## src/rtl/step_pulse_gen.sv

```systemverilog
// Step-interface front end: two debounced buttons become single-cycle pulse4/pulse5 strobes.
// Optional macro AUTO_RUN_EN adds a periodic pulse5 request while run_sw=1 and halt=0.
module step_pulse_gen #(
  parameter int DEBOUNCE_CYCLES = 1000000,
  parameter int CNT_W           = 20,
  parameter int RUN_PERIOD      = 50000000
) (
  input  logic       clk,
  input  logic       reset,
  input  logic       btn_fpga,
  input  logic       btn_im,
  input  logic       halt,
  input  logic       run_sw,
  output logic       pulse4,
  output logic       pulse5,
  output logic [7:0] step_count,
  output logic       busy
);

  typedef enum logic [1:0] {IDLE, PRESS_CHK, HELD, REL_CHK} deb_state_e;

  localparam logic [CNT_W-1:0] CNT_LAST = CNT_W'(DEBOUNCE_CYCLES - 1);

  // Index 0 is the FPGA-instruction button, index 1 the IM-step button.
  logic [1:0]       sync1_q, sync2_q;
  deb_state_e       state_q [2];
  deb_state_e       state_d [2];
  logic [CNT_W-1:0] cnt_q [2];
  logic [CNT_W-1:0] cnt_d [2];
  logic [1:0]       req;
  logic             im_req;
  logic             pulse4_q, pulse4_d, pulse5_q, pulse5_d;
  logic             pending_q, pending_d;
  logic [7:0]       step_count_q;
  logic             busy_q;

  always_ff @(posedge clk or negedge reset) begin
    if (!reset) begin
      sync1_q <= '0;
      sync2_q <= '0;
      for (int i = 0; i < 2; i++) begin
        state_q[i] <= IDLE;
        cnt_q[i]   <= '0;
      end
    end else begin
      sync1_q <= {btn_im, btn_fpga};
      sync2_q <= sync1_q;
      for (int i = 0; i < 2; i++) begin
        state_q[i] <= state_d[i];
        cnt_q[i]   <= cnt_d[i];
      end
    end
  end

  always_comb begin
    for (int i = 0; i < 2; i++) begin
      state_d[i] = state_q[i];
      cnt_d[i]   = cnt_q[i];
      req[i]     = 1'b0;
      unique case (state_q[i])
        IDLE: begin
          if (sync2_q[i]) begin
            state_d[i] = PRESS_CHK;
            cnt_d[i]   = '0;
          end
        end
        PRESS_CHK: begin
          if (!sync2_q[i]) begin
            state_d[i] = IDLE;
          end else if (cnt_q[i] == CNT_LAST) begin
            state_d[i] = HELD;
            req[i]     = 1'b1;
          end else begin
            cnt_d[i] = cnt_q[i] + CNT_W'(1);
          end
        end
        HELD: begin
          if (!sync2_q[i]) begin
            state_d[i] = REL_CHK;
            cnt_d[i]   = '0;
          end
        end
        REL_CHK: begin
          if (sync2_q[i]) begin
            state_d[i] = HELD;
          end else if (cnt_q[i] == CNT_LAST) begin
            state_d[i] = IDLE;
          end else begin
            cnt_d[i] = cnt_q[i] + CNT_W'(1);
          end
        end
        default: state_d[i] = IDLE;
      endcase
    end
  end

`ifdef AUTO_RUN_EN
  localparam int RUN_W = $clog2(RUN_PERIOD + 1);

  logic [RUN_W-1:0] run_cnt_q, run_cnt_d;
  logic             auto_req;

  always_comb begin
    run_cnt_d = run_cnt_q + RUN_W'(1);
    auto_req  = 1'b0;
    if (!run_sw || halt) begin
      run_cnt_d = '0;
    end else if (run_cnt_q == RUN_W'(RUN_PERIOD - 1)) begin
      run_cnt_d = '0;
      auto_req  = 1'b1;
    end
  end

  always_ff @(posedge clk or negedge reset) begin
    if (!reset) run_cnt_q <= '0;
    else        run_cnt_q <= run_cnt_d;
  end

  assign im_req = req[1] | auto_req;
`else
  logic unused_run_sw;
  assign unused_run_sw = run_sw;
  assign im_req        = req[1];
`endif

  // pulse4 wins a same-cycle collision; the IM request waits one cycle in pending.
  always_comb begin
    pulse4_d  = req[0] & ~halt;
    pulse5_d  = (im_req | pending_q) & ~halt & ~pulse4_d;
    pending_d = pending_q;
    if (halt)                  pending_d = 1'b0;
    else if (im_req & pulse4_d) pending_d = 1'b1;
    else if (pulse5_d)         pending_d = 1'b0;
  end

  always_ff @(posedge clk or negedge reset) begin
    if (!reset) begin
      pulse4_q     <= 1'b0;
      pulse5_q     <= 1'b0;
      pending_q    <= 1'b0;
      step_count_q <= '0;
      busy_q       <= 1'b0;
    end else begin
      pulse4_q     <= pulse4_d;
      pulse5_q     <= pulse5_d;
      pending_q    <= pending_d;
      step_count_q <= step_count_q + {7'd0, pulse4_d | pulse5_d};
      busy_q       <= (state_d[0] != IDLE) | (state_d[1] != IDLE);
    end
  end

  assign pulse4     = pulse4_q;
  assign pulse5     = pulse5_q;
  assign step_count = step_count_q;
  assign busy       = busy_q;

endmodule

```

## config.mk

```make
export PLATFORM = sky130hd
export DESIGN_NAME = step_pulse_gen
export DESIGN_NICKNAME = d
export VERILOG_FILES = /design/src/rtl/step_pulse_gen.sv
export SDC_FILE = /design/constraint.sdc
export NUM_CORES = 1
export LEC_CHECK = 0
export CAP_MARGIN = 20
export CELL_PAD_IN_SITES_DETAIL_PLACEMENT = 1
export CELL_PAD_IN_SITES_GLOBAL_PLACEMENT = 2
export CORE_MARGIN = 5
export CORE_UTILIZATION = 38
export CTS_CLUSTER_DIAMETER = 80
export DETAILED_ROUTE_END_ITERATION = 8
export GPL_ROUTABILITY_DRIVEN = 1
export PLACE_DENSITY_LB_ADDON = 0.1
export SETUP_SLACK_MARGIN = 0.1
export SKIP_CTS_REPAIR_TIMING = 1
export SYNTH_ARGS = -nofsm -noshare
export SYNTH_HDL_FRONTEND = slang
export SYNTH_SLANG_ARGS = --single-unit
```

## constraint.sdc

```tcl
create_clock -name clk -period 3.4 [get_ports clk]
set_input_delay 0.68 -clock clk [delete_from_list [all_inputs] [get_ports clk]]
set_output_delay 0.68 -clock clk [all_outputs]
set_load 0.03 [all_outputs]
```

==> flow_metrics.py <==
metrics = {
    "synthesis": {
        "ys.flop_type": "dfrtp_1",
        "synth-edff-count": 0,
        "synth_area_per_cell_um2": 9.77,
        "synthArstFlopShare": 1.00,
        "syn-num-nets": 318,
        "syn_area_mm2": 0.00301,
        "yosys_warnings": 0,
        "synth.distinct_cells": 44,
        "ys_seq_area_frac": 0.499,
        "syn_inst": 308,
        "synth_seq_cells": 60,
    },
    "cts": {
        "clk_pin_slew_worst_paths_ns": 0.08,
        "clock_sinks": 60,
        "worstSkewPairLatency_ns": 0.34,
        "cts_root_buf": "clkbuf_8",
        "clockBufferDepth": 2,
        "cts_made_buffers": 9,
        "cts_tree": "built",
        "htree_levels": 3,
    },
    "global_routing": {
        "first_global_vias": 2606,
        "antenna_found_initial": 0,
        "grt_pass1_wl_um": 12900,
        "grt_max_degree": 37,
        "grt_overflow": 0,
        "grt.total_usage": 0.164,
    },
    "outcome": {
        "outcome": "complete, no violations",
    },
    "die": {
        "die_height_um": 99.0,
        "rows": 32,
        "core-area_mm2": 0.00773,
        "dieArea_mm2": 0.00980,
        "io_pins": 17,
        "die_w_um": 99.0,
        "initial_core_util": 0.390,
    },
    "cells_and_area": {
        "most-common-layout-cells": "60 x dfrtp_1, 34 x nand2_1, 24 x o21ai_0",
        "syn2layout_area_growth_pct": 18.3,
        "finalNetCount": 343,
        "n_antenna_cell": 0,
        "fillCellCount": 884,
        "fin_area_mm2": 0.00356,
        "drive_gt1_frac": 0.0976,
        "postLayoutCoreUtil": 0.461,
        "final_common_cell": "dfrtp_1",
    },
    "sta": {
        "slew_viol_final": 0,
        "period_minus_slack_ns": 2.82,
        "fmax_mhz": 355,
        "grt_setup_unrepaired": "false",
        "fin_crit_sh": 0.829,
        "timing_hold_violations_final": 0,
        "finalSetupViolations": 0,
        "tightest_slew_ns": 0.580,
        "finalSetupTns_ns": 0,
        "skew_ns": 0.00871,
        "whs_ns": 0.218,
        "slew_headroom": 0.611,
    },
    "drt": {
        "wire_per_inst_um": 17.0,
        "drt-initial-drc-count": 32,
        "drt-total-wl_um": 7480,
        "route.detailed.drc": 0,
        "vias_per_cell": 5.59,
        "drt_first_pass_iters": 4,
        "ant_nets": 0,
        "vias": 2460,
    },
    "critical_path": {
        "rr_endpoint": "step_count[6]$_DFF_PN0_",
        "critPathCaptureType": "flip-flop",
        "rr_startpoint": "cnt_q[31]$_DFFE_PN0P_",
        "required_ns": 3.63,
        "reg2reg_depth": 10,
        "crit_type": "flip-flop to flip-flop",
        "worstPathArrival_ns": 3.05,
        "cp_max_fo": 6,
        "worstSetupStartpoint": "cnt_q[31]$_DFFE_PN0P_",
        "reg2reg_slack_ns": 0.58,
        "endpoint": "step_count[6]$_DFF_PN0_",
        "setup.worst_path.start_class": "flip-flop",
    },
    "pwr": {
        "ir_drop_mv": 0.215,
        "total_power_mw": 1.67,
        "power_frac_comb": 0.065,
        "p_sw_mw": 0.388,
        "leakagePower_nw": 1.51,
        "p_clk_frac": 0.482,
        "pwr_density_cell_mw_per_mm2": 470,
        "swShare": 0.232,
        "pwr-share-seq": 0.453,
        "power.internal_mw": 1.29,
    },
    "run": {
        "cap_violations": 0,
    },
    "place": {
        "port_buffers": 15,
        "placed_cell_area_mm2": 0.00331,
        "gp_routability_congestion": 0.743,
        "place.detailed.hpwl_um": 5250,
    },
    "hold_path": {
        "hp-class": "input port to async pin",
    },
}
==> cell usage after synthesis (3+ instances only) <==
cell type / instances / area, µm²
a21o_1: 4 / 30.0
a21oi_1: 11 / 55.1
a22o_1: 4 / 35.0
a31oi_1: 11 / 68.8
and2_1: 12 / 75.1
and3_1: 6 / 37.5
and4_1: 4 / 35.0
clkbuf_1: 7 / 26.3
dfrtp_1: 60 / 1500
ha_1: 4 / 50.1
inv_1: 5 / 18.8
mux2i_1: 3 / 30.0
nand2_1: 34 / 128
nand2b_1: 4 / 25.0
nand3_1: 22 / 110
nand4_1: 7 / 43.8
nor2_1: 13 / 48.8
nor3_1: 10 / 50.1
nor4_1: 5 / 31.3
o21a_1: 3 / 22.5
o21ai_0: 24 / 120
o31ai_1: 10 / 75.1
o41ai_1: 9 / 78.8
xnor2_1: 10 / 87.6
xor2_1: 3 / 26.3
==> critical path, cell delays in order, from the launching register on <==
cell,delay [ns]
dfrtp_1,0.43
or4_1,0.57
nor4_2,0.27
nand3_1,0.14
or2_1,0.28
a21oi_1,0.18
ha_1,0.21
ha_1,0.19
and3_1,0.20
nand3_1,0.10
xnor2_1,0.13
==> per-layer routing <==
metal / share of wire / track usage
met4: 0.017 / 0.0630
met1: 0.44 / 0.190
met5: 0 / 0
met2: 0.52 / 0.298
met3: 0.023 / 0.0297
==> state kept, by name, summed over array words and instances (netlist names) <==
| signal | flops |
|---|---|
| pending_q | 1 |
| pulse4 | 1 |
| busy | 1 |
| step_count | 8 |
| state_q | 4 |
| sync2_q | 2 |
| sync1_q | 2 |
| pulse5 | 1 |
| cnt_q | 40 |
==> worst min path at each step <==
stage / startpoint / endpoint / slack (ns)
6_report: reset / cnt_q[11]$_DFFE_PN0P_ / 0.22
5_1_grt: reset / cnt_q[11]$_DFFE_PN0P_ / 0.23
4_1_cts: reset / cnt_q[11]$_DFFE_PN0P_ / 0.22
3_5_place_dp: sync1_q[0]$_DFF_PN0_ / sync2_q[0]$_DFF_PN0_ / 0.34
3_3_place_gp: sync1_q[1]$_DFF_PN0_ / sync2_q[1]$_DFF_PN0_ / 0.33
2_1_floorplan: sync1_q[0]$_DFF_PN0_ / sync2_q[0]$_DFF_PN0_ / 0.33
==> cell families (layout without fill, tap and decap cells) <==
logic type | Yosys count | in the layout | share of synthesized area
AO/OA/AOI/OAI | 82 | 82 | 0.183
XOR/XNOR | 13 | 13 | 0.0378
adder cells (fa/ha/maj) | 4 | 4 | 0.0166
buffers and inverters | 17 | 47 | 0.0254
flip-flops | 60 | 60 | 0.499
multiplexers | 3 | 3 | 0.00998
AND/OR/NAND/NOR | 129 | 129 | 0.228
==> final cells by class <==
type	instances	area [µm²]	share of cell area
Clock inverter	6	111	0.0313
Clock buffer	10	138	0.0386
Multi-Input combinational cell	231	1430	0.402
Inverter	7	26.3	0.00738
Tap cell	102	128	0.0358
Sequential cell	60	1500	0.421
Timing Repair Buffer	24	225	0.0632
==> power by group through the flow <==
stage,Clock (mW),Sequential (mW),Combinational (mW)
after floorplan,0,0.771,0.0576
after global placement,0,0.771,0.107
final,0.807,0.758,0.109
after global routing,0.861,0.761,0.122
after CTS,0.829,0.758,0.112
after detailed placement,0,0.772,0.112
==> stage by stage <==
stage                     cells  setup WS [ns]
after floorplan             308          0.845
after global placement      423          0.603
after detailed placement    424          0.534
after CTS                   440          0.521
after global routing        440          0.222
final                       440          0.581
No activity file was read; power rests on OpenSTA's default activity.
